[config.mk]
export PLATFORM = sky130hd
export DESIGN_NAME = sdram_wb_master_flat
export DESIGN_NICKNAME = d
export VERILOG_FILES = /design/src/rtl/sdram_wb_master_if.sv /design/src/rtl/sdram_wb_master.sv /design/src/flat_wrapper.sv
export SDC_FILE = /design/constraint.sdc
export NUM_CORES = 1
export LEC_CHECK = 0
export ABC_AREA = 0
export BUFFER_PORTS_ARGS = -buffer_cell sky130_fd_sc_hd__clkbuf_2
export CORE_UTILIZATION = 40
export DETAILED_ROUTE_END_ITERATION = 12
export PLACE_DENSITY = 0.67
export REMOVE_ABC_BUFFERS = 1
export SETUP_SLACK_MARGIN = 0.15
export SYNTH_ARGS = -nofsm -noshare
export SYNTH_HDL_FRONTEND = slang
export SYNTH_SLANG_ARGS = --single-unit
[constraint.sdc]
create_clock -name CLK -period 2.6 [get_ports CLK]
set_input_delay 0.39 -clock CLK [delete_from_list [all_inputs] [get_ports CLK]]
set_output_delay 0.39 -clock CLK [all_outputs]
set_load 0.005 [all_outputs]
[src/rtl/sdram_wb_master_if.sv]
// Command, write/read data and Wishbone master bus bundle for sdram_wb_master.
// Latency: none (wires only).
// Backpressure: carried by cmd_ready, wr_valid/wr_ready and stall_o/sdram_ack.
interface sdram_wb_master_if #(
    parameter int LEN_W = 8
);
    // command side
    logic             cmd_valid;
    logic             cmd_ready;
    logic             cmd_we;
    logic [31:0]      cmd_addr;
    logic [LEN_W-1:0] cmd_len;
    // write data stream
    logic [31:0]      wr_data;
    logic             wr_valid;
    logic             wr_ready;
    // read data and status
    logic [31:0]      rd_data;
    logic             rd_valid;
    logic             done;
    logic             err;
    // Wishbone toward SDRAM controller
    logic             cyc_i;
    logic             stb_i;
    logic             we_i;
    logic [3:0]       sel_i;
    logic [31:0]      addr_i;
    logic [31:0]      data_i;
    logic [31:0]      data_o;
    logic             stall_o;
    logic             sdram_ack;

    modport master (
        input  cmd_valid, cmd_we, cmd_addr, cmd_len, wr_data, wr_valid,
               data_o, stall_o, sdram_ack,
        output cmd_ready, wr_ready, rd_data, rd_valid, done, err,
               cyc_i, stb_i, we_i, sel_i, addr_i, data_i
    );

    modport slave (
        output cmd_valid, cmd_we, cmd_addr, cmd_len, wr_data, wr_valid,
               data_o, stall_o, sdram_ack,
        input  cmd_ready, wr_ready, rd_data, rd_valid, done, err,
               cyc_i, stb_i, we_i, sel_i, addr_i, data_i
    );
endinterface

[src/rtl/sdram_wb_master.sv]
// Burst Wishbone master: one CYC/STB/GAP transaction per word, done/err pulse per burst.
// Latency: per word CYC(1) + STB(1 + slave latency) + GAP(1), plus one WDAT cycle per write word.
// Backpressure: cmd_ready only in idle; waits on wr_valid; holds strobe under stall_o; aborts after TIMEOUT strobe cycles.
module sdram_wb_master #(
    parameter int TIMEOUT = 64,
    parameter int LEN_W   = 8
) (
    input  logic               CLK,
    input  logic               rst_n,
    sdram_wb_master_if.master  bus
);
    localparam int TMO_W = (TIMEOUT < 2) ? 1 : $clog2(TIMEOUT + 1);

    typedef enum logic [2:0] {
        S_IDLE,
        S_WDAT,
        S_CYC,
        S_STB,
        S_GAP,
        S_DONE
    } state_t;

    state_t           state_q, state_d;
    logic             we_q, we_d;
    logic [31:0]      base_q, base_d;
    logic [LEN_W-1:0] len_q, len_d;
    logic [LEN_W-1:0] idx_q, idx_d;
    logic [31:0]      data_q, data_d;
    logic [31:0]      rd_data_q, rd_data_d;
    logic             rd_valid_q, rd_valid_d;
    logic             err_q, err_d;
    logic [TMO_W-1:0] tmo_q, tmo_d;
    logic             wr_take;

    // State register and datapath flops; reset returns everything to idle at once.
    always_ff @(posedge CLK or negedge rst_n) begin
        if (!rst_n) begin
            state_q    <= S_IDLE;
            we_q       <= 1'b0;
            base_q     <= 32'h0;
            len_q      <= '0;
            idx_q      <= '0;
            data_q     <= 32'h0;
            rd_data_q  <= 32'h0;
            rd_valid_q <= 1'b0;
            err_q      <= 1'b0;
            tmo_q      <= '0;
        end else begin
            state_q    <= state_d;
            we_q       <= we_d;
            base_q     <= base_d;
            len_q      <= len_d;
            idx_q      <= idx_d;
            data_q     <= data_d;
            rd_data_q  <= rd_data_d;
            rd_valid_q <= rd_valid_d;
            err_q      <= err_d;
            tmo_q      <= tmo_d;
        end
    end

    // Next-state and datapath update; pulses default low and hold registers otherwise.
    always_comb begin
        state_d    = state_q;
        we_d       = we_q;
        base_d     = base_q;
        len_d      = len_q;
        idx_d      = idx_q;
        data_d     = data_q;
        rd_data_d  = rd_data_q;
        rd_valid_d = 1'b0;
        err_d      = 1'b0;
        tmo_d      = tmo_q;
        wr_take    = 1'b0;

        case (state_q)
            S_IDLE: begin
                if (bus.cmd_valid) begin
                    we_d    = bus.cmd_we;
                    base_d  = bus.cmd_addr;
                    len_d   = bus.cmd_len;
                    idx_d   = '0;
                    state_d = bus.cmd_we ? S_WDAT : S_CYC;
                end
            end
            S_WDAT: begin
                if (bus.wr_valid) begin
                    data_d  = bus.wr_data;
                    wr_take = 1'b1;
                    state_d = S_CYC;
                end
            end
            S_CYC: begin
                // counter restarts for every strobe phase
                tmo_d   = '0;
                state_d = S_STB;
            end
            S_STB: begin
                // ack wins over stall: a level ack means the word has completed
                if (bus.sdram_ack) begin
                    if (!we_q) begin
                        rd_data_d  = bus.data_o;
                        rd_valid_d = 1'b1;
                    end
                    state_d = S_GAP;
                end else if (tmo_q == TMO_W'(TIMEOUT - 1)) begin
                    err_d   = 1'b1;
                    state_d = S_IDLE;
                end else begin
                    tmo_d = tmo_q + TMO_W'(1);
                end
            end
            S_GAP: begin
                // compare before increment so a full-range length never wraps early
                if (idx_q == len_q) begin
                    state_d = S_DONE;
                end else begin
                    idx_d   = idx_q + LEN_W'(1);
                    state_d = we_q ? S_WDAT : S_CYC;
                end
            end
            S_DONE: begin
                state_d = S_IDLE;
            end
            default: begin
                state_d = S_IDLE;
            end
        endcase
    end

    // Bus outputs are decoded from state; address wraps naturally in 32 bits.
    assign bus.cyc_i     = (state_q == S_CYC) || (state_q == S_STB);
    assign bus.stb_i     = (state_q == S_STB);
    assign bus.we_i      = we_q && bus.cyc_i;
    assign bus.sel_i     = (state_q == S_STB) ? 4'hF : 4'h0;
    assign bus.addr_i    = base_q + 32'(idx_q);
    assign bus.data_i    = data_q;
    assign bus.cmd_ready = (state_q == S_IDLE);
    assign bus.wr_ready  = wr_take;
    assign bus.rd_data   = rd_data_q;
    assign bus.rd_valid  = rd_valid_q;
    assign bus.done      = (state_q == S_DONE);
    assign bus.err       = err_q;
endmodule

[src/flat_wrapper.sv]
// flat-port wrapper written by rule: the top's interface ports become plain ports
module sdram_wb_master_flat 
#(
    parameter int TIMEOUT = 64,
    parameter int LEN_W   = 8
)
  (CLK, rst_n, bus_cmd_valid, bus_cmd_we, bus_cmd_addr, bus_cmd_len, bus_wr_data, bus_wr_valid, bus_data_o, bus_stall_o, bus_sdram_ack, bus_cmd_ready, bus_wr_ready, bus_rd_data, bus_rd_valid, bus_done, bus_err, bus_cyc_i, bus_stb_i, bus_we_i, bus_sel_i, bus_addr_i, bus_data_i);
  sdram_wb_master_if #(.LEN_W(LEN_W)) bus_i ();
  input  logic CLK;
  input  logic rst_n;
  input wire logic [$bits(bus_i.cmd_valid)-1:0] bus_cmd_valid;
  input wire logic [$bits(bus_i.cmd_we)-1:0] bus_cmd_we;
  input wire logic [$bits(bus_i.cmd_addr)-1:0] bus_cmd_addr;
  input wire logic [$bits(bus_i.cmd_len)-1:0] bus_cmd_len;
  input wire logic [$bits(bus_i.wr_data)-1:0] bus_wr_data;
  input wire logic [$bits(bus_i.wr_valid)-1:0] bus_wr_valid;
  input wire logic [$bits(bus_i.data_o)-1:0] bus_data_o;
  input wire logic [$bits(bus_i.stall_o)-1:0] bus_stall_o;
  input wire logic [$bits(bus_i.sdram_ack)-1:0] bus_sdram_ack;
  output wire logic [$bits(bus_i.cmd_ready)-1:0] bus_cmd_ready;
  output wire logic [$bits(bus_i.wr_ready)-1:0] bus_wr_ready;
  output wire logic [$bits(bus_i.rd_data)-1:0] bus_rd_data;
  output wire logic [$bits(bus_i.rd_valid)-1:0] bus_rd_valid;
  output wire logic [$bits(bus_i.done)-1:0] bus_done;
  output wire logic [$bits(bus_i.err)-1:0] bus_err;
  output wire logic [$bits(bus_i.cyc_i)-1:0] bus_cyc_i;
  output wire logic [$bits(bus_i.stb_i)-1:0] bus_stb_i;
  output wire logic [$bits(bus_i.we_i)-1:0] bus_we_i;
  output wire logic [$bits(bus_i.sel_i)-1:0] bus_sel_i;
  output wire logic [$bits(bus_i.addr_i)-1:0] bus_addr_i;
  output wire logic [$bits(bus_i.data_i)-1:0] bus_data_i;
  assign bus_i.cmd_valid = bus_cmd_valid;
  assign bus_i.cmd_we = bus_cmd_we;
  assign bus_i.cmd_addr = bus_cmd_addr;
  assign bus_i.cmd_len = bus_cmd_len;
  assign bus_i.wr_data = bus_wr_data;
  assign bus_i.wr_valid = bus_wr_valid;
  assign bus_i.data_o = bus_data_o;
  assign bus_i.stall_o = bus_stall_o;
  assign bus_i.sdram_ack = bus_sdram_ack;
  assign bus_cmd_ready = bus_i.cmd_ready;
  assign bus_wr_ready = bus_i.wr_ready;
  assign bus_rd_data = bus_i.rd_data;
  assign bus_rd_valid = bus_i.rd_valid;
  assign bus_done = bus_i.done;
  assign bus_err = bus_i.err;
  assign bus_cyc_i = bus_i.cyc_i;
  assign bus_stb_i = bus_i.stb_i;
  assign bus_we_i = bus_i.we_i;
  assign bus_sel_i = bus_i.sel_i;
  assign bus_addr_i = bus_i.addr_i;
  assign bus_data_i = bus_i.data_i;
  sdram_wb_master #(.TIMEOUT(TIMEOUT), .LEN_W(LEN_W)) u_core (.CLK(CLK), .rst_n(rst_n), .bus(bus_i));
endmodule
Word-level counts from Yosys, hierarchy flattened. Index checks and enable logic that the tools add are counted.

Register bits: 125. Latch bits: 0. Bits in writable memories: 0. Memory bits (read-only): 0. Bits of input ports: 111. Output and inout bits: 108. Memories: 0.

Add/subtract/negate cells: 3. Multipliers: 0. Div/mod/pow operators: 0. Magnitude comparators: 0. Equal/unequal tests: 13. Shift operators: 0. Multiplexer cells: 23. Bitwise operators: 1. Reduce and logical (&&, ||, !) cells: 11.

Operators by type and width (count): $add A32 B8 Y32 (1); $mux W8 (2); $pmux W8 S2 (1); $mux W3 (5); $pmux W3 S5 (1); $mux W7 (2); $pmux W7 S2 (1); $reduce_and A3 Y1 (4); $ne A2 B2 Y1 const B (5); $add A8 B1 Y8 const B (1); $eq A8 B8 Y1 (1); $mux W1 (8); $add A7 B1 Y7 const B (1); $eq A7 B6 Y1 const B (1); $eq A3 B2 Y1 const B (2); $eq A3 B3 Y1 const B (2); $mux W2 (2); $mux W4 (1); $reduce_and A2 Y1 (2); $reduce_bool A2 Y1 (2); $eq A3 B1 Y1 const B (1); $logic_not A3 Y1 (1); $ne A3 B2 Y1 const B (1); $logic_and A1 B1 Y1 (1); 2 further kinds (2).

Logic depth before layout (Yosys ltp). Gate-level depths: netlist of run 1.

Depth in word-level cells: 4. Mapped depth: 8. Depth with buffers taken out: 8.

Worst setup path before layout of run 1. OpenSTA, ideal clock, no wires.

Path kind: register -> output. Start point: register u_core.idx_q[0]. End point: output bus_addr_i[28]. Arrival time: 1974 ps. Required time: 2210 ps. Setup slack: 236 ps. Cell stages (with the launch flop): 9. Path buffers: 0. Cell sequence: dfrtp_1 -> ha_1 -> inv_1 -> fa_1 -> nand2b_1 -> a21oi_1 -> o211ai_2 -> nor3_1 -> xor2_1.

Word-level cells in the longest chain between the ends: 1.

RTL lines: start, declared (RTL line sdram_wb_master.sv:27) `logic [LEN_W-1:0] idx_q, idx_d;`; start signal, assigned (RTL line sdram_wb_master.sv:53) `idx_q <= idx_d;`; $add A32 B8 Y32 (RTL line sdram_wb_master.sv:136) `assign bus.addr_i = base_q + 32'(idx_q);`; end, declared (RTL line flat_wrapper.sv:30) `output wire logic [$bits(bus_i.addr_i)-1:0] bus_addr_i;`.

No other way between the ends.

Worst setup path after layout of run 1.
Start point: register u_core.idx_q[1]. End point: output bus_addr_i[25].

Same word-level chain as after synthesis.

==> impl_table.tex, run 1 <==
\begin{tabular}{lr}
\hline
Metric & Value \\
\hline
\multicolumn{2}{l}{\textbf{Clock network}} \\
Clock transition time at the flip-flop clock pins of the worst setup and hold paths & 60 ps \\
Num CTS Buffers & 17 \\
Skew-Pair Late Insertion Delay & 410 ps \\
Deepest level of the CTS H-tree & 4 \\
CTS Sinks & 125 \\
CTS root buffer & sky130\_fd\_sc\_hd\_\_clkbuf\_16 \\
TritonCTS clock tree & built \\
Bufs on Longest Clock Path & 2 \\
\multicolumn{2}{l}{\textbf{Setup path}} \\
Largest driver fanout on the critical path & 12 \\
Kind of launch point of the worst setup path & flip-flop \\
CP Data Arrival Time & 2460 ps \\
Kind of capture point of the worst setup path & output pin \\
Crit path top cell by count & sky130\_fd\_sc\_hd\_\_a21o\_1 \\
List of cells traversed by the critical path & ha\_1, a21o\_1, nand4\_1, a21o\_1, buf\_12, a2111oi\_4, xor2\_1, buf\_2 \\
Slowest cell on crit path & sky130\_fd\_sc\_hd\_\_dfrtp\_1 \\
Critical setup path kind & flip-flop to output pin \\
Largest stage delay on the critical path & 410 ps \\
Worst Path Required & 2210 ps \\
\multicolumn{2}{l}{\textbf{STA}} \\
Worst rel slew slack & 60.78\% \\
Final slew viol count & 0 \\
Setup repair after global routing missed its margin & yes \\
Post-route minimum period & 2845 ps \\
Summed negative setup slack over all endpoints & -4146 ps \\
Clock Skews & 8.822 ps \\
Final count of hold timing violations & 0 \\
Worst Slack Setup Final & -245.2 ps \\
F\_max & 0.3515 GHz \\
Post-route clock period utilization & 109.4\% \\
Worst-Margin Slew & 588.3 ps \\
Worst hold-check slack & 167.5 ps \\
Number of setup violations in the final report & 25 \\
\multicolumn{2}{l}{\textbf{Synthesis}} \\
Simple logic cell fraction of the synthesized area & 17.06\% \\
Fraction of post-synthesis cell area in the top cell type by area & 50.95\% \\
Cell type with the highest aggregate area in the netlist & sky130\_fd\_sc\_hd\_\_dfrtp\_1 \\
Total number of yosys warnings & 0 \\
Post-synth top flop & sky130\_fd\_sc\_hd\_\_dfrtp\_1 \\
Gate count of the mapped netlist & 570 \\
Post-synth design cell area & 6140 sq um \\
Number of distinct library cell variants in the gate-level netlist after synthesis & 60 \\
Adder-Cell Fraction of Synth Area & 2.364\% \\
Main combinational cell family by area after synthesis & simple AND/OR/NAND/NOR gates \\
Seq cells post-synth & 125 \\
Most numerous cell types in the synthesized netlist & sky130\_fd\_sc\_hd\_\_nand2\_1 (139), sky130\_fd\_sc\_hd\_\_dfrtp\_1 (125), sky130\_fd\_sc\_hd\_\_mux2\_2 (66) \\
Multiplexer share of the synthesized area & 12.94\% \\
Post-synthesis area per instance & 10.77 sq um \\
Share of flip-flops with an asynchronous set or reset after synthesis & 100.0\% \\
Seq/Total Area, Yosys & 50.95\% \\
Largest cells by area after synthesis & sky130\_fd\_sc\_hd\_\_dfrtp\_1 (51\%), sky130\_fd\_sc\_hd\_\_mux2\_2 (12\%), sky130\_fd\_sc\_hd\_\_nand2\_1 (8.5\%), sky130\_fd\_sc\_hd\_\_xor2\_1 (2.9\%), sky130\_fd\_sc\_hd\_\_xnor2\_1 (2.4\%) \\
Compound-Gate Fraction of Synth Area & 7.948\% \\
Library cell with the highest instance count after synthesis & sky130\_fd\_sc\_hd\_\_nand2\_1 \\
Post-Synth XOR/XNOR Area & 5.278\% \\
Number of flops mapped to enable cells by yosys & 0 \\
\multicolumn{2}{l}{\textbf{Layout}} \\
Number of nets in the final layout & 928 \\
Fraction of final layout cells sized beyond drive strength 1 & 47.01\% \\
Antenna diode count & 0 \\
Growth of design area from synthesis to finish & 35.99\% \\
\multicolumn{2}{l}{\textbf{Global route}} \\
Remaining Overflow, GRT & 0 \\
Number of global-route vias before repair & 5260 \\
Largest net degree at the start of global routing & 50 \\
Wire length of the first global-routing pass & 25250 um \\
Antenna violations before repair & 0 \\
Overall routing resource usage & 20.31\% \\
\multicolumn{2}{l}{\textbf{Status}} \\
Violated checks & setup timing \\
Status & finished, violations left \\
\multicolumn{2}{l}{\textbf{Die}} \\
Core Area & 14750 sq um \\
Io pins & 219 \\
Vert. Die Dim & 125.9 um \\
Die footprint & 15850 sq um \\
Die W & 125.9 um \\
Initial core utilization & 41.61\% \\
Standard-cell rows & 44 \\
\multicolumn{2}{l}{\textbf{Job}} \\
Max-capacitance violation count & 0 \\
\multicolumn{2}{l}{\textbf{Route}} \\
Post-route DRC violation count & 0 \\
Routed length per instance & 15.34 um \\
Count of nets left with antenna violations after detail routing & 0 \\
Via/cell ratio & 5.084 \\
Initial DRC Count & 170 \\
Number of optimization iterations in the first detailed-route pass & 4 \\
Detailed-route wire length & 15380 um \\
Via count & 5099 \\
\multicolumn{2}{l}{\textbf{Placed design}} \\
Total half-perimeter wirelength after legalization and detailed placement & 10930 um \\
GPL Wtd Cong & 0.8340 \\
I/O Buffers & 217 \\
\multicolumn{2}{l}{\textbf{Pwr}} \\
Pwr dens & 1098 nW/um\^{}2 \\
Leak Pwr & 4.169 nW \\
Worst-case vdd ir drop & 0.0006322 V \\
\multicolumn{2}{l}{\textbf{Hold path}} \\
Classification of the worst-slack hold path & input port to flip-flop \\
\hline
\end{tabular}
==> per-stage QoR <==
| stage | instance area (sq um) | total power, mW | instances | util, % | worst slack (ps) |
|---|---|---|---|---|---|
| finish | 8349 | 9.164 | 1003 | 56.59 | -245.2 |
| global route | 8349 | 9.800 | 1003 | 56.59 | -368.4 |
| CTS | 8265 | 9.246 | 998 | 56.02 | -242.6 |
| detailed placement | 7510 | 6.747 | 961 | 50.90 | -29.37 |
| global placement | 7510 | 6.605 | 961 | 50.90 | 5.570 |
| floorplan | 5976 | 5.201 | 538 | - | 13.82 |
==> sequential cells by signal (all words and copies together), names as in the netlist <==
register and flops:
u_core.state_q 3, u_core.bus.rd_valid 1, u_core.we_q 1, u_core.idx_q 8, u_core.len_q 8, u_core.bus.data_i 32, u_core.bus.rd_data 32, u_core.bus.err 1
u_core.base_q 32, u_core.tmo_q 7
==> layout make-up <==
| class | count | area (sq um) |
|---|---|---|
| Fill cell | 1277 | 6405 |
| Clock buffer | 18 | 429.2 |
| Multi-Input combinational cell | 400 | 2964 |
| Timing Repair Buffer | 249 | 1393 |
| Sequential cell | 125 | 3129 |
| Inverter | 13 | 48.80 |
| Tap cell | 184 | 230.2 |
| Clock inverter | 14 | 155.1 |
==> power breakdown <==
part	leakage [nW]	switching, mW	internal, mW	total [mW]
sequential	1.55	0.675	2.82	3.50
combinational	2.34	1.57	1.74	3.31
clock	0.282	0.927	1.43	2.35
total	4.17	3.18	5.99	9.16
==> final timing paths <==
kind	endpoint	slack, ps	start	cells after the start
min	u_core.len_q[4]	170	bus_cmd_len[4]	3
max	bus_addr_i[25]	-250	u_core.idx_q[1]	8
min in group asynchronous	u_core.base_q[17]	520	rst_n	2
max in group asynchronous	u_core.bus.rd_data[24]	1390	rst_n	3
min reg2reg	u_core.bus.err	480	u_core.tmo_q[6]	1
max reg2reg	u_core.bus.rd_data[13]	500	u_core.state_q[2]	6
==> routing by layer <==
| metal | share of wire (%) | track usage [%] |
|---|---|---|
| met1 | 40 | 23.36 |
| met2 | 50 | 34.32 |
| met3 | 6.5 | 6.117 |
| met4 | 3.2 | 10.28 |
| met5 | 0 | 0 |
==> cells by family after synthesis <==
| logic type | Yosys count |
|---|---|
| compound gates | 58 |
| xor+xnor | 37 |
| fa+ha+maj | 11 |
| buf+inv | 45 |
| flops | 125 |
| mux | 71 |
| simple gates | 223 |
==> layout by cell type (no fill, tap or decap), drive strengths merged, types with 4 or more instances in the layout <==
| cell type | instances |
|---|---|
| clkbuf | 222 |
| nand3 | 14 |
| ha | 10 |
| o21ai | 11 |
| xor2 | 20 |
| dfrtp | 125 |
| mux2i | 4 |
| mux2 | 67 |
| a2111oi | 5 |
| nand4 | 9 |
| nor3 | 8 |
| inv | 19 |
| a211oi | 5 |
| a21oi | 12 |
| nand2b | 8 |
| clkinv | 4 |
| nand2 | 139 |
| nor2 | 20 |
| a21o | 5 |
| a22o | 4 |
| and3 | 5 |
| and4 | 4 |
| xnor2 | 17 |
| buf | 44 |
==> critical path, delay by kind of cell (launching register included) <==
| family | cells | cell delay (ps) |
|---|---|---|
| compound gates | 3 | 680 |
| flops | 1 | 410 |
| buf+inv | 2 | 310 |
| fa+ha+maj | 1 | 290 |
| xor+xnor | 1 | 230 |
| simple gates | 1 | 130 |
==> timing repair <==
action                     in CTS  in global routing
setup endpoints to repair      26                 27
cloned                          0                  0
hold buffers                    1                  0
hold endpoints to repair       35                  0
buffers inserted                4                  5
pin swaps                      13                 12
resized for setup              23                 24
(Power assumes the default switching activity.)
==> run 2: changes to the inputs <==
==> constraint.sdc (replaced) <==
create_clock -name CLK -period 2.6 [get_ports CLK]
set_input_delay 0.39 -clock CLK [delete_from_list [all_inputs] [get_ports CLK]]
set_output_delay 0.39 -clock CLK [all_outputs]
set_load 0.01 [all_outputs]
==> impl_table.tex, run 2 (synthesis gave the netlist of run 1 again) <==
\begin{tabular}{lr}
\hline
Metric & Value \\
\hline
\multicolumn{2}{l}{\textbf{Setup path}} \\
Largest driver fanout on the critical path & 6 \\
Critical setup path kind & flip-flop to output pin \\
CP Data Arrival Time & 2510 ps \\
Largest stage delay on the critical path & 400 ps \\
Kind of launch point of the worst setup path & flip-flop \\
Slowest cell on crit path & sky130\_fd\_sc\_hd\_\_dfrtp\_1 \\
Worst Path Required & 2210 ps \\
Kind of capture point of the worst setup path & output pin \\
List of cells traversed by the critical path & ha\_1, a21o\_1, nand4\_1, a21o\_4, buf\_12, a2111oi\_4, xor2\_1, clkbuf\_2 \\
\multicolumn{2}{l}{\textbf{Hold path}} \\
Classification of the worst-slack hold path & input port to flip-flop \\
\multicolumn{2}{l}{\textbf{Clock network}} \\
TritonCTS clock tree & built \\
Clock transition time at the flip-flop clock pins of the worst setup and hold paths & 60 ps \\
CTS Sinks & 125 \\
Num CTS Buffers & 17 \\
Skew-Pair Late Insertion Delay & 420 ps \\
CTS root buffer & sky130\_fd\_sc\_hd\_\_clkbuf\_16 \\
Bufs on Longest Clock Path & 2 \\
Deepest level of the CTS H-tree & 4 \\
\multicolumn{2}{l}{\textbf{Die}} \\
Die W & 125.9 um \\
Die footprint & 15850 sq um \\
Vert. Die Dim & 125.9 um \\
Core Area & 14750 sq um \\
Initial core utilization & 41.61\% \\
Standard-cell rows & 44 \\
Io pins & 219 \\
\multicolumn{2}{l}{\textbf{STA}} \\
Post-route minimum period & 2901 ps \\
Final slew viol count & 0 \\
Worst rel slew slack & 66.14\% \\
Worst hold-check slack & 162.1 ps \\
Setup repair after global routing missed its margin & yes \\
Clock Skews & 8.276 ps \\
F\_max & 0.3447 GHz \\
Post-route clock period utilization & 111.6\% \\
Worst-Margin Slew & 508.0 ps \\
Worst Slack Setup Final & -300.7 ps \\
Number of setup violations in the final report & 26 \\
Final count of hold timing violations & 0 \\
\multicolumn{2}{l}{\textbf{Global route}} \\
Number of global-route vias before repair & 5276 \\
Remaining Overflow, GRT & 0 \\
Overall routing resource usage & 19.83\% \\
Wire length of the first global-routing pass & 24900 um \\
Largest net degree at the start of global routing & 73 \\
Antenna violations before repair & 0 \\
\multicolumn{2}{l}{\textbf{Route}} \\
Count of nets left with antenna violations after detail routing & 0 \\
Number of optimization iterations in the first detailed-route pass & 4 \\
Initial DRC Count & 167 \\
Via count & 5044 \\
Routed length per instance & 15.51 um \\
Post-route DRC violation count & 0 \\
Detailed-route wire length & 15640 um \\
Via/cell ratio & 5.004 \\
\multicolumn{2}{l}{\textbf{Status}} \\
Status & finished, violations left \\
Violated checks & setup timing \\
\multicolumn{2}{l}{\textbf{Placed design}} \\
Total half-perimeter wirelength after legalization and detailed placement & 10740 um \\
Placed cells & 959 \\
I/O Buffers & 217 \\
Setup WS pre-CTS & -72.69 ps \\
GPL Wtd Cong & 0.8438 \\
\multicolumn{2}{l}{\textbf{Pwr}} \\
Pwr dens & 1133 nW/um\^{}2 \\
Worst-case vdd ir drop & 0.0006617 V \\
Leak Pwr & 4.250 nW \\
\multicolumn{2}{l}{\textbf{Layout}} \\
Most common cell after layout, fill and taps aside & sky130\_fd\_sc\_hd\_\_clkbuf\_2 \\
Number of nets in the final layout & 933 \\
Antenna diode count & 0 \\
Commonest cells after routing, fill and taps aside & sky130\_fd\_sc\_hd\_\_clkbuf\_2 (192), sky130\_fd\_sc\_hd\_\_nand2\_1 (139), sky130\_fd\_sc\_hd\_\_dfrtp\_1 (124) \\
Count of non-filler cells in the finished layout & 1008 \\
Growth of design area from synthesis to finish & 39.94\% \\
Fraction of final layout cells sized beyond drive strength 1 & 49.76\% \\
\multicolumn{2}{l}{\textbf{Job}} \\
Max-capacitance violation count & 0 \\
\hline
\end{tabular}
-- run 2: path summary, 6_finish.rpt --
path | start | endpoint | slack (ps) | cells past startpoint
worst min register to register | u_core.base_q[6] | u_core.base_q[6] | 490 | 2
min in group asynchronous | rst_n | u_core.base_q[16] | 370 | 2
worst min-delay path | bus_cmd_addr[14] | u_core.base_q[14] | 160 | 3
max in group asynchronous | rst_n | u_core.idx_q[7] | 1420 | 3
worst max register to register | u_core.state_q[2] | u_core.bus.rd_data[30] | 540 | 6
worst max-delay path | u_core.idx_q[1] | bus_addr_i[29] | -300 | 8
-- run 2: timing repair --
action / in CTS / in global routing
resized for setup: 41 / 47
hold buffers: 1 / 0
endpoints found under the setup margin: 28 / 28
cloned: 1 / 0
hold endpoints to repair: 13 / 0
pin swaps: 31 / 23
setup buffers: 6 / 9
-- run 2: power by group --
| part | total (mW) | switching [mW] | internal (mW) |
|---|---|---|---|
| sequential | 3.50 | 0.682 | 2.82 |
| combinational | 3.70 | 1.91 | 1.79 |
| clock | 2.53 | 0.977 | 1.55 |
| total | 9.73 | 3.57 | 6.16 |
-- run 2: critical path: cells and delay by family, from the launching register on --
family / cells / cell delay, ps
AO/OA/AOI/OAI: 3 / 720
XOR/XNOR: 1 / 220
adder cells (fa/ha/maj): 1 / 280
buffers and inverters: 2 / 320
flip-flops: 1 / 400
AND/OR/NAND/NOR: 1 / 160
-- run 2: area by class of cell --
class,instances,area (sq um)
Clock buffer,17,425.4
Clock inverter,15,201.4
Fill cell,1189,6162
Inverter,13,48.80
Multi-Input combinational cell,400,3092
Sequential cell,125,3129
Tap cell,184,230.2
Timing Repair Buffer,254,1465
-- run 2: stage by stage --
stage / instance area, sq um / power, mW / TNS [ps] / util (%)
finish: 8592 / 9.733 / -4557 / 58.23
global route: 8592 / 10.35 / -6943 / 58.23
CTS: 8418 / 9.737 / -4307 / 57.06
detailed placement: 7495 / 7.070 / -96.79 / 50.80
global placement: 7495 / 6.939 / -10.56 / 50.80
floorplan: 5976 / 5.531 / -169.1 / -
-- run 2: metal layers --
metal | vias up | track usage (%) | wire length [um]
li1 | 2434 | - | -
met2 | 164 | 34.19 | 7946
met5 | - | 0 | 0
met1 | 2426 | 22.64 | 6319
met4 | 0 | 8.079 | 298
met3 | 20 | 6.500 | 1070
==> run 3: changes to the inputs <==
--- a/config.mk
+++ b/config.mk
@@ -5,11 +5,13 @@
 export SDC_FILE = /design/constraint.sdc
 export NUM_CORES = 1
 export LEC_CHECK = 0
-export ABC_AREA = 0
+export ABC_AREA = 1
 export BUFFER_PORTS_ARGS = -buffer_cell sky130_fd_sc_hd__clkbuf_2
+export CORE_ASPECT_RATIO = 0.5
 export CORE_UTILIZATION = 40
 export DETAILED_ROUTE_END_ITERATION = 12
-export PLACE_DENSITY = 0.67
+export PLACE_DENSITY = 0.66
+export RECOVER_POWER = 100
 export REMOVE_ABC_BUFFERS = 1
 export SETUP_SLACK_MARGIN = 0.15
 export SYNTH_ARGS = -nofsm -noshare
==> impl_table.tex, run 3 <==
\begin{tabular}{lr}
\hline
Metric & Value \\
\hline
\multicolumn{2}{l}{\textbf{STA}} \\
Summed negative setup slack over all endpoints & -966.0 ps \\
Setup repair after global routing missed its margin & yes \\
Post-route clock period utilization & 104.4\% \\
Final count of hold timing violations & 0 \\
Worst-Margin Slew & 1505 ps \\
Number of setup violations in the final report & 13 \\
Worst hold-check slack & 168.5 ps \\
Post-route minimum period & 2714 ps \\
Final slew viol count & 32 \\
Worst Slack Setup Final & -114.1 ps \\
Clock Skews & 13.16 ps \\
Worst rel slew slack & -0.3588\% \\
F\_max & 0.3684 GHz \\
\multicolumn{2}{l}{\textbf{Setup path}} \\
Largest driver fanout on the critical path & 4 \\
CP Data Arrival Time & 2320 ps \\
Worst Path Required & 2210 ps \\
Kind of launch point of the worst setup path & flip-flop \\
Critical setup path kind & flip-flop to output pin \\
Critical path origin & u\_core.base\_q[0] \\
R2r startpoint & u\_core.state\_q[1] \\
Kind of capture point of the worst setup path & output pin \\
\multicolumn{2}{l}{\textbf{Synthesis}} \\
Seq/Total Area, Yosys & 49.34\% \\
Fraction of post-synthesis cell area in the top cell type by area & 49.34\% \\
Total number of yosys warnings & 0 \\
Library cell with the highest instance count after synthesis & sky130\_fd\_sc\_hd\_\_nand2\_1 \\
Number of flops mapped to enable cells by yosys & 0 \\
Post-synthesis area per instance & 7.935 sq um \\
Seq cells post-synth & 125 \\
Number of distinct library cell variants in the gate-level netlist after synthesis & 29 \\
Share of flip-flops with an asynchronous set or reset after synthesis & 100.0\% \\
Cell type with the highest aggregate area in the netlist & sky130\_fd\_sc\_hd\_\_dfrtp\_1 \\
Post-synth top flop & sky130\_fd\_sc\_hd\_\_dfrtp\_1 \\
Largest cells by area after synthesis & sky130\_fd\_sc\_hd\_\_dfrtp\_1 (49\%), sky130\_fd\_sc\_hd\_\_nand2\_1 (21\%), sky130\_fd\_sc\_hd\_\_mux2\_2 (4.6\%), sky130\_fd\_sc\_hd\_\_inv\_1 (3.6\%), sky130\_fd\_sc\_hd\_\_nor2\_1 (3.4\%) \\
Post-synth design cell area & 6340 sq um \\
Gate count of the mapped netlist & 799 \\
Most numerous cell types in the synthesized netlist & sky130\_fd\_sc\_hd\_\_nand2\_1 (351), sky130\_fd\_sc\_hd\_\_dfrtp\_1 (125), sky130\_fd\_sc\_hd\_\_inv\_1 (60) \\
\multicolumn{2}{l}{\textbf{Job}} \\
Max-capacitance violation count & 1 \\
\multicolumn{2}{l}{\textbf{Route}} \\
Count of nets left with antenna violations after detail routing & 0 \\
Via/cell ratio & 4.782 \\
Post-route DRC violation count & 0 \\
Via count & 6020 \\
Number of optimization iterations in the first detailed-route pass & 5 \\
Initial DRC Count & 379 \\
Detailed-route wire length & 17610 um \\
Routed length per instance & 13.99 um \\
\multicolumn{2}{l}{\textbf{Layout}} \\
Number of nets in the final layout & 1164 \\
Most common cell after layout, fill and taps aside & sky130\_fd\_sc\_hd\_\_nand2\_1 \\
Utilization of the core after routing & 55.94\% \\
Antenna diode count & 0 \\
Final design instance area without fill & 8646 sq um \\
Growth of design area from synthesis to finish & 36.37\% \\
Fraction of final layout cells sized beyond drive strength 1 & 28.25\% \\
Commonest cells after routing, fill and taps aside & sky130\_fd\_sc\_hd\_\_nand2\_1 (328), sky130\_fd\_sc\_hd\_\_clkbuf\_2 (132), sky130\_fd\_sc\_hd\_\_dfrtp\_1 (118) \\
\multicolumn{2}{l}{\textbf{Pwr}} \\
Switching part of the total & 40.43\% \\
Worst-case vdd ir drop & 0.0004868 V \\
Share of total power in combinational logic & 38.3\% \\
Pwr dens & 1101 nW/um\^{}2 \\
Internal cell power & 5.669 mW \\
Part of the power in the clock network & 25.8\% \\
Leak Pwr & 4.576 nW \\
Net Switching & 3.847 mW \\
Reg power frac & 36.0\% \\
\multicolumn{2}{l}{\textbf{Clock network}} \\
Bufs on Longest Clock Path & 2 \\
TritonCTS clock tree & built \\
Num CTS Buffers & 17 \\
Deepest level of the CTS H-tree & 4 \\
Clock transition time at the flip-flop clock pins of the worst setup and hold paths & 70 ps \\
CTS Sinks & 125 \\
CTS root buffer & sky130\_fd\_sc\_hd\_\_clkbuf\_16 \\
Skew-Pair Late Insertion Delay & 420 ps \\
\multicolumn{2}{l}{\textbf{Die}} \\
Standard-cell rows & 32 \\
Core Area & 15450 sq um \\
Io pins & 219 \\
Die W & 180.0 um \\
Vert. Die Dim & 91.02 um \\
Initial core utilization & 41.02\% \\
Die footprint & 16390 sq um \\
\multicolumn{2}{l}{\textbf{Global route}} \\
Wire length of the first global-routing pass & 28350 um \\
Met1 GRT Util & 27.11\% \\
Number of global-route vias before repair & 5908 \\
Antenna violations before repair & 0 \\
Overall routing resource usage & 21.46\% \\
Global-route met2 utilization & 37.16\% \\
Most Crowded Layer GR & met2 \\
Remaining Overflow, GRT & 0 \\
Largest net degree at the start of global routing & 64 \\
Met3 track utilization from global routing & 4.653\% \\
\multicolumn{2}{l}{\textbf{Placed design}} \\
Setup WS pre-CTS & 97.02 ps \\
Area post-placement & 7670 sq um \\
Total half-perimeter wirelength after legalization and detailed placement & 12500 um \\
I/O Buffers & 217 \\
GPL Wtd Cong & 0.9025 \\
\multicolumn{2}{l}{\textbf{Status}} \\
Status & finished, violations left \\
Violated checks & capacitance limit, slew limit, setup timing \\
\multicolumn{2}{l}{\textbf{Hold path}} \\
Startpoint of the most critical hold path & bus\_data\_o[27] \\
Classification of the worst-slack hold path & input port to flip-flop \\
\hline
\end{tabular}
## run 3: cell types whose count changed in the layout (fill, tap and decap cells not counted), moves of 8 or more
cell and change:
sky130_fd_sc_hd__nand2_1 +189, sky130_fd_sc_hd__nand2_2 +18, sky130_fd_sc_hd__xnor2_1 -8, sky130_fd_sc_hd__a21oi_1 +16
sky130_fd_sc_hd__nand2_4 +9, sky130_fd_sc_hd__xor2_1 -8, sky130_fd_sc_hd__mux2_2 -40, sky130_fd_sc_hd__buf_2 -12
sky130_fd_sc_hd__nor2_1 +38, sky130_fd_sc_hd__clkbuf_1 +77, sky130_fd_sc_hd__clkbuf_2 -60, sky130_fd_sc_hd__inv_1 +51
sky130_fd_sc_hd__nand3_1 +19
## run 3: path summary, 6_finish.rpt
| path | to | slack [ps] | cells past startpoint |
|---|---|---|---|
| min | u_core.bus.rd_data[27] | 170 | 3 |
| max reg2reg | u_core.idx_q[4] | 150 | 8 |
| max | bus_addr_i[8] | -110 | 9 |
| max in group asynchronous | u_core.base_q[14] | 500 | 3 |
| min in group asynchronous | u_core.base_q[18] | 680 | 2 |
| min reg2reg | u_core.bus.rd_data[8] | 470 | 2 |
## run 3: layout make-up
cell class / instances / area (sq um)
clock inverters: 14 / 168.9
flip-flops and latches: 125 / 3137
repair buffers: 246 / 1211
inverters: 64 / 240.2
clock buffers: 18 / 439.2
fillers: 1458 / 6809
well taps: 204 / 255.2
multi-input cells: 588 / 3194
## run 3: what timing repair did
action | CTS | global route
gates resized for setup | 29 | 69
endpoints found under the hold margin | 36 | 0
gates cloned | 0 | 0
setup buffers | 6 | 12
endpoints found under the setup margin | 28 | 28
pin swaps | 9 | 18
hold buffers | 1 | 0
## run 3: cells by family (layout without fill, tap and decap cells)
kind of cell / count (synthesis) / count (layout) / synth area share [%]
AO/OA/AOI/OAI: 42 / 42 / 3.493
XOR/XNOR: 27 / 27 / 3.730
adder cells (fa/ha/maj): 11 / 11 / 2.289
buffers and inverters: 86 / 342 / 5.585
flip-flops: 125 / 125 / 49.34
multiplexers: 26 / 26 / 4.618
AND/OR/NAND/NOR: 482 / 482 / 30.95
## run 3: stage by stage
stage                     power (mW)  instances
after floorplan                5.442        777
after global placement         6.885       1208
after detailed placement       6.987       1208
after CTS                      9.560       1247
after global routing           10.20       1259
final                          9.517       1259
## run 3: critical path, stage by stage, from the launching register on
cell and delay [ps]:
sky130_fd_sc_hd__dfrtp_1 390, sky130_fd_sc_hd__ha_4 160, sky130_fd_sc_hd__inv_2 40, sky130_fd_sc_hd__fa_2 370, sky130_fd_sc_hd__o21ai_4 230, sky130_fd_sc_hd__buf_6 130
sky130_fd_sc_hd__nand2_2 50, sky130_fd_sc_hd__nand2_4 100, sky130_fd_sc_hd__xor2_1 250, sky130_fd_sc_hd__clkbuf_2 190
## run 3: routing by layer
metal	up-vias	routed length, um	share of wire (%)
li1	2987	-	-
met1	2834	7781	44
met2	181	8655	49
met3	18	991	5.6
met4	0	180	1.0
met5	-	0	0
## run 3: power by group through the flow
stage                     Sequential (mW)  Combinational, mW  Clock (mW)
final                                3.42               3.64        2.45
after global routing                 3.53               4.09        2.58
after CTS                            3.39               3.67        2.49
after detailed placement             3.39               3.59           0
after global placement               3.38               3.51           0
after floorplan                      3.47               1.98           0
